==> config.mk <==
export PLATFORM = sky130hd
export DESIGN_NAME = pb_debounce_array
export DESIGN_NICKNAME = d
export VERILOG_FILES = /design/src/rtl/pb_debounce_pkg.sv /design/src/rtl/pb_debounce_chan.sv /design/src/rtl/pb_debounce_array.sv
export SDC_FILE = /design/constraint.sdc
export NUM_CORES = 1
export LEC_CHECK = 0
export ABC_AREA = 1
export BUFFER_PORTS_ARGS = -buffer_cell sky130_fd_sc_hd__buf_2
export CAP_MARGIN = 30
export CELL_PAD_IN_SITES_DETAIL_PLACEMENT = 1
export CELL_PAD_IN_SITES_GLOBAL_PLACEMENT = 1
export CORE_MARGIN = 3
export CORE_UTILIZATION = 29
export DETAILED_ROUTE_END_ITERATION = 10
export PLACE_DENSITY_LB_ADDON = 0.1
export RECOVER_POWER = 25
export SLEW_MARGIN = 0
export SYNTH_ARGS = -nofsm -noshare
export SYNTH_HDL_FRONTEND = slang
export SYNTH_SLANG_ARGS = --single-unit
==> constraint.sdc <==
create_clock -name clk -period 1.6 [get_ports clk]
set_clock_uncertainty 0.1 [all_clocks]
set_input_delay 0.4 -clock clk [delete_from_list [all_inputs] [get_ports clk]]
set_output_delay 0.4 -clock clk [all_outputs]
set_load 0.1 [all_outputs]
==> src/rtl/pb_debounce_pkg.sv <==
// Shared constants, width helpers and the channel level type for the pushbutton debouncer.
// Optional long-press detection is built only when PB_DEBOUNCE_LONGPRESS_EN is defined.
package pb_debounce_pkg;

  localparam int DEF_PRESCALE = 20000;
  localparam int DEF_DB_MS    = 10;
  localparam int DEF_LONG_MS  = 1000;

  typedef enum logic {
    IDLE   = 1'b0,
    ACTIVE = 1'b1
  } chan_state_e;

  function automatic int clog2(input int value);
    int result;
    result = 0;
    for (int i = 0; i < 32; i++) begin
      if ((64'd1 << i) < 64'(value)) result = i + 1;
    end
    return result;
  endfunction

  // Counter width that never collapses to zero bits for a count range of 1.
  function automatic int bits_for(input int value);
    return (clog2(value) < 1) ? 1 : clog2(value);
  endfunction

endpackage

==> src/rtl/pb_debounce_chan.sv <==
// One debounced channel: polarity fix, 2-FF synchroniser, tick-qualified stability counter,
// level with press/release pulses and, with PB_DEBOUNCE_LONGPRESS_EN, a long-press hold counter.
module pb_debounce_chan
  import pb_debounce_pkg::*;
#(
  parameter int   DB_MS   = DEF_DB_MS,
  parameter int   LONG_MS = DEF_LONG_MS,
  parameter logic INV     = 1'b1
) (
  input  logic        i_clk,
  input  logic        i_rst,
  input  logic        i_tick,
  input  logic        i_raw,
  output chan_state_e o_state,
  output logic        o_rise,
  output logic        o_fall,
  output logic        o_long
);

  localparam int             CW       = bits_for(DB_MS);
  localparam logic [CW-1:0]  CNT_LAST = CW'(DB_MS - 1);

  if (DB_MS < 1 || LONG_MS < 1) begin : g_bad_param
    $error("pb_debounce_chan: DB_MS and LONG_MS must be at least 1");
  end

  logic          w_in_p;
  logic          w_mismatch;
  logic          r_sync1;
  logic          r_s;
  logic [CW-1:0] r_cnt;
  chan_state_e   r_state;
  logic          r_rise;
  logic          r_fall;

  assign w_in_p     = i_raw ^ INV;
  assign w_mismatch = (r_s != (r_state == ACTIVE));

  // The level only moves on a tick that completes DB_MS consecutive ticks of mismatch;
  // any cycle where the synchronised input agrees with the level restarts the count.
  always_ff @(posedge i_clk or posedge i_rst) begin
    if (i_rst) begin
      r_sync1 <= 1'b0;
      r_s     <= 1'b0;
      r_cnt   <= '0;
      r_state <= IDLE;
      r_rise  <= 1'b0;
      r_fall  <= 1'b0;
    end else begin
      r_sync1 <= w_in_p;
      r_s     <= r_sync1;
      r_rise  <= 1'b0;
      r_fall  <= 1'b0;
      if (!w_mismatch) begin
        r_cnt <= '0;
      end else if (i_tick) begin
        if (r_cnt == CNT_LAST) begin
          r_cnt   <= '0;
          r_state <= r_s ? ACTIVE : IDLE;
          r_rise  <= r_s;
          r_fall  <= ~r_s;
        end else begin
          r_cnt <= r_cnt + CW'(1);
        end
      end
    end
  end

  assign o_state = r_state;
  assign o_rise  = r_rise;
  assign o_fall  = r_fall;

`ifdef PB_DEBOUNCE_LONGPRESS_EN
  localparam int             HW       = bits_for(LONG_MS + 1);
  localparam logic [HW-1:0]  HOLD_MAX = HW'(LONG_MS);

  logic [HW-1:0] r_hold;
  logic          r_long;

  // Saturating hold counter; the pulse fires only on the increment that lands on HOLD_MAX.
  always_ff @(posedge i_clk or posedge i_rst) begin
    if (i_rst) begin
      r_hold <= '0;
      r_long <= 1'b0;
    end else begin
      r_long <= 1'b0;
      if (r_state == IDLE) begin
        r_hold <= '0;
      end else if (i_tick && (r_hold != HOLD_MAX)) begin
        r_hold <= r_hold + HW'(1);
        r_long <= (r_hold == (HOLD_MAX - HW'(1)));
      end
    end
  end

  assign o_long = r_long;
`else
  assign o_long = 1'b0;
`endif

endmodule

==> src/rtl/pb_debounce_array.sv <==
// NCH-channel pushbutton/switch debouncer sharing one millisecond prescaler.
// Define PB_DEBOUNCE_LONGPRESS_EN to build per-channel long-press pulse generation.
module pb_debounce_array
  import pb_debounce_pkg::*;
#(
  parameter int             NCH      = 4,
  parameter int             PRESCALE = DEF_PRESCALE,
  parameter int             DB_MS    = DEF_DB_MS,
  parameter logic [NCH-1:0] INV_MASK = {NCH{1'b1}},
  parameter int             LONG_MS  = DEF_LONG_MS
) (
  input  logic           clk,
  input  logic           reset,
  input  logic [NCH-1:0] db_in,
  output logic [NCH-1:0] db_out,
  output logic [NCH-1:0] rise,
  output logic [NCH-1:0] fall,
  output logic [NCH-1:0] long_press,
  output logic           tick
);

  localparam int            PW     = bits_for(PRESCALE);
  localparam logic [PW-1:0] P_LAST = PW'(PRESCALE - 1);

  if (NCH < 1 || NCH > 32 || PRESCALE < 1) begin : g_bad_param
    $error("pb_debounce_array: NCH must be 1..32 and PRESCALE at least 1");
  end

  logic [PW-1:0] r_pcnt;
  logic          w_tick;
  chan_state_e   w_state [NCH];

  // With PRESCALE=1 the counter is pinned at 0 == P_LAST, so the tick is continuous.
  assign w_tick = (r_pcnt == P_LAST);
  assign tick   = w_tick;

  always_ff @(posedge clk or posedge reset) begin
    if (reset) begin
      r_pcnt <= '0;
    end else if (w_tick) begin
      r_pcnt <= '0;
    end else begin
      r_pcnt <= r_pcnt + PW'(1);
    end
  end

  for (genvar g = 0; g < NCH; g++) begin : g_chan
    pb_debounce_chan #(
      .DB_MS   (DB_MS),
      .LONG_MS (LONG_MS),
      .INV     (INV_MASK[g])
    ) u_chan (
      .i_clk   (clk),
      .i_rst   (reset),
      .i_tick  (w_tick),
      .i_raw   (db_in[g]),
      .o_state (w_state[g]),
      .o_rise  (rise[g]),
      .o_fall  (fall[g]),
      .o_long  (long_press[g])
    );

    assign db_out[g] = (w_state[g] == ACTIVE);
  end

endmodule
; Word level (Yosys, flattened, before mapping)
; Cells that the tools add are included.
[totals]
output_inout_bits = 17
inputBits = 6
ff_bits = 51
word_cells = 96
[classes]
mux = 41
addsub = 5
bitwise_logic = 8
eq_ne = 13
n_reduce_logical = 4
[op_table]
columns = cell, count
row1 = 4-bit two-way mux, 12
row2 = 1-bit two-way mux, 28
row3 = 4-bit by 1-bit adder with 4-bit output (second input constant), 4
row4 = 4-bit equality test (second input constant), 4
row5 = 15-bit by 1-bit adder with 15-bit output (second input constant), 1
row6 = 15-bit equality test (second input constant), 1
row7 = 15-bit two-way mux, 1
row8 = 3-bit AND reduction, 4
row9 = 2-bit != test (second input constant), 4
row10 = 1-bit NOT, 8
row11 = 1-bit != test, 4

; Longest topological paths before layout
[depth]
word_depth = 4
mapped_depth = 9
depth_no_buf = 9

; Hierarchy
; Synthesis repeated with hierarchy kept, for this count alone.
[unflattened]
hier_cells = 343
hier_area_um2 = 2605.0
[modules_own_cells]
columns = mod, seq_area_each_um2, area_per_inst_um2, n_inst, cells_each
row1 = pb_debounce_chan, 225.2, 435.4, 4, 57
row2 = pb_debounce_array, 375.4, 863.3, 1, 115

; Worst setup path after synthesis
; OpenSTA, ideal clock, no wires.
[synth_timing]
kind = register to output
startpoint = register r_pcnt[0]
endpoint = output tick
t_arrival_ns = 1.718
path_stages_with_launch = 6
slack_ns = -0.618
path_cell_list = dfrtp_1 -> ha_1 -> nand2_1 -> nor2_2 -> nand2_1 -> nor2_2
[synth_between]
elab_chain_cells = 1
[synth_lines]
columns = item, line_no
row1 = from (decl), pb_debounce_array.sv:29  ; logic [PW-1:0] r_pcnt;
row2 = from (signal assigned), pb_debounce_array.sv:43  ; r_pcnt <= r_pcnt + PW'(1);
row3 = 15-bit equality test, pb_debounce_array.sv:34  ; assign w_tick = (r_pcnt == P_LAST);
row4 = to (decl), pb_debounce_array.sv:19  ; output logic tick
; No other way between the ends.

; Worst setup path in the final report
; Same ends and word-level chain as after synthesis.

==> key figures <==
Status
  • Outcome: complete, but fails checks
  • Violated checks: setup timing

Clocking
  • Clk root buf: clkbuf_8
  • Clk buf depth: 2
  • Worst-Skew Late Latency: between 0.3 and 0.4 ns
  • H-tree depth: 2
  • CTS buffer count: 5
  • CTS sink cnt: between 50 and 60
  • Clock Pin Slew Worst Setup and Hold Paths: roughly 0.11 ns
  • TritonCTS clock tree: yes

Setup path
  • Reg2Reg Depth: 10
  • Worst Setup SP: r_pcnt[0]
  • Arrival @ worst endpoint: 1.42 ns
  • Most frequent CP cell: nor2_4
  • Crit path cell chain: ha_4 > nand2_4 > nor2_4 > nand2_2 > nor2_4 > buf_12
  • Crit path depth: 6
  • Setup crit end: tick
  • CP Launch Type: flip-flop
  • Worst flop-to-flop path startpoint: r_pcnt[0]
  • CP Buf/Inv Count: 1
  • Req. time, crit path: about 1.1 ns
  • Setup CP Type: flip-flop to primary output
  • CP max stage cell: dfrtp_1
  • Crit path max-delay family: flip-flops
  • Worst-path fanout max: 2
  • Worst reg2reg setup slack: -0.18 ns
  • Endpoint class of the critical path: primary output
  • Reg2Reg Capture Point: g_chan[0].u_chan.r_cnt[0]
  • Worst path max stage delay: between 0.4 and 0.5 ns

Pwr
  • Pwr Total: around 2300 uW
  • Leakage: between 0.0015 and 0.002 uW
  • Fraction of power spent switching nets: between 20% and 30%
  • Pwr/cell area: 636 nW/um^2
  • Pint: between 1500 and 2000 uW
  • Flop pwr share: a little under three fifths
  • Clock power frac: between 30% and 40%
  • Maximum vdd drop: between 0.4 and 0.5 mV
  • Switching power: around 560 uW
  • Combinational fraction of design power: 4.4%

Final layout
  • Final-stage net count: between 400 and 500
  • Post-route non-filler standard cell count: around 540
  • Antenna Cells: 0
  • P&R area growth vs syn: 32.5%
  • Area of the multi-input gates: between 1000 and 1500 um^2
  • FF/Latch Area: ~1300 um^2
  • Fill count: between 1,000 and 1,500
  • Layout cells sized above 1: ~27%

Yosys
  • Area share of the largest cell type after synthesis: a little under half
  • Most common cell in the netlist: nand2_1
  • Avg Inst Size Synth: roughly 7.9 um^2
  • Gate Count Post-Synth: 351
  • Synth area leader: dfrtp_1
  • Synth top cells by count: nand2_1 (88), dfrtp_1 (51), inv_1 (47), nor2_1 (47), nand3_1 (40)
  • Sequential fraction of the synthesis area: a little under half
  • Synth Warn #: 0
  • Synth async-reset ratio: 100%
  • Seq cells post-synth: between 50 and 60
  • Post-synth EDFFs: 0
  • Synth area leaders: dfrtp_1 (46%), nand2_1 (12%), nand3_1 (7.2%)
  • Synth cell types: 22
  • Synth Cell Area: 2780 um^2
  • Most used DFF post-synth: dfrtp_1

Placement
  • Port Buffers: 18
  • Detail Placement HPWL: between 4000 and 5000 um
  • Placed insts: between 500 and 600
  • GPL Wtd Cong: around 0.73

Drt
  • DRC: 0
  • Number of nets still failing antenna checks after routing: 0
  • Wire per inst: 12.5 um
  • 1st-pass router iterations: 4
  • DR iter-0 viols: 100
  • WL final: approximately 6700 um
  • Vias: between 2,000 and 2,500
  • Vias per Instance: 4.28

STA
  • Hold WS: approximately 0.038 ns
  • Final Max Tran Viols: 0
  • RSZ-0062 raised after global routing: yes
  • Achievable Freq: around 520 MHz
  • PnR worst setup slack: -0.319 ns
  • Final hold viol count: 0
  • Relative slew margins: between 30 and 40%
  • Tcrit/Tclk final: 120%
  • Setup TNS: -2.58 ns
  • Least-Margin Pin Slew: just over 0.9 ns
  • Final setup violation count: 29
  • Min cycle time layout: about 1.9 ns

Floorplan
  • Row count: 35
  • Core area: ~9300 um^2
  • IO Count: 23
  • Die height: between 100 and 150 um
  • Die ar.: 10,800 um^2
  • Die Width: between 100 and 150 um
  • Initial Util: 29.9%

Min path
  • Worst hold path class: primary input to async pin

Flow run
  • Max-cap violations: 0

Global routing
  • First-pass GRT wire length: roughly 12,000 um
  • Antenna violations before repair: 0
  • GR Overflow Total: 0
  • Vias in the first global route: 2,440
  • All-layer global routing usage: 13.6%
  • Largest net degree at the start of global routing: 36
-- sequential cells by signal (all words and copies together), names as in the netlist --
name and cells:
g_chan.u_chan.o_rise 4, g_chan.u_chan.o_fall 4, g_chan.u_chan.r_sync1 4, g_chan.u_chan.o_state 4
g_chan.u_chan.r_s 4, g_chan.u_chan.r_cnt 16, r_pcnt 15
-- layout make-up --
cell class	count	area share (%)
clock buffer	5	1.87
clock inverter	3	1.26
inverter	49	5.03
multi-input combinational	237	37.3
sequential	51	34.7
tap	129	4.38
timing repair buffer	62	15.5
-- per-layer routing --
| layer | part of all wire, % | vias up | global-route usage (%) | wire length, um |
|---|---|---|---|---|
| li1 | - | 1188 | - | - |
| met1 | 50 | 1084 | 19.6 | 3360 |
| met2 | 47 | 16 | 22.0 | 3160 |
| met3 | 2.1 | 7 | 1.99 | 139 |
| met4 | 0.82 | 0 | 2.85 | 55 |
| met5 | 0 | - | 0 | 0 |
-- cell usage in the layout, fill, tap and decap left out, drive strengths merged --
master / Yosys / layout
a21oi: 2 / 2
clkbuf: 0 / 11
ha: 9 / 9
nor2: 55 / 55
nand3: 43 / 43
o21ai: 1 / 1
clkinvlp: 0 / 2
nor3: 2 / 2
inv: 49 / 49
dfrtp: 51 / 51
o21bai: 2 / 2
buf: 20 / 56
nand2: 90 / 93
conb: 1 / 4
bufinv: 0 / 1
xor2: 10 / 10
nand4: 14 / 14
nand3b: 2 / 2
-- power groups by stage --
stage,Combinational (uW),Clock [uW],Sequential [uW]
after floorplan,86.7,0,1330
after global placement,109,0,1330
after detailed placement,110,0,1330
after CTS,112,991,1300
after global routing,117,1050,1310
final,103,936,1300
-- repair_timing --
item	4_1_cts	5_1_grt
resized for setup	21	18
buffers inserted	8	4
hold buffers	0	0
setup endpoints to repair	25	41
endpoints found under the hold margin	0	0
pin swaps	6	8
gates cloned	3	0
-- worst min-delay path, delay by kind of cell --
| kind | cells | cell delay (ns) |
|---|---|---|
| buffers and inverters | 3 | 0.42 |
-- through the flow --
stage	setup WS, ns	utilization [%]	area [um^2]
after detailed placement	-0.0477	35.0	3250
after global placement	-0.0306	35.0	3250
final	-0.319	39.6	3680
after global routing	-0.420	39.6	3680
after CTS	-0.361	38.7	3590
after floorplan	-0.241	-	2810
-- worst min path at each step --
stage | to | slack, ns
after floorplan | g_chan[0].u_chan.r_s | 0.23
final | g_chan[1].u_chan.o_state | 0.04
after global placement | g_chan[1].u_chan.r_s | 0.23
after CTS | r_pcnt[10] | 0.04
after detailed placement | g_chan[2].u_chan.r_s | 0.24
after global routing | g_chan[3].u_chan.o_rise | 0.05
-- cells by family (layout without fill, tap and decap cells) --
family | count (synthesis) | after routing | synth area share (%)
compound gates | 5 | 5 | 1.08
xor+xnor | 10 | 10 | 3.15
fa+ha+maj | 9 | 9 | 4.05
buf+inv | 69 | 119 | 12.3
flops | 51 | 51 | 45.9
other cells | 1 | 4 | 0.135
simple gates | 206 | 209 | 33.4
(Power assumes the default switching activity.)
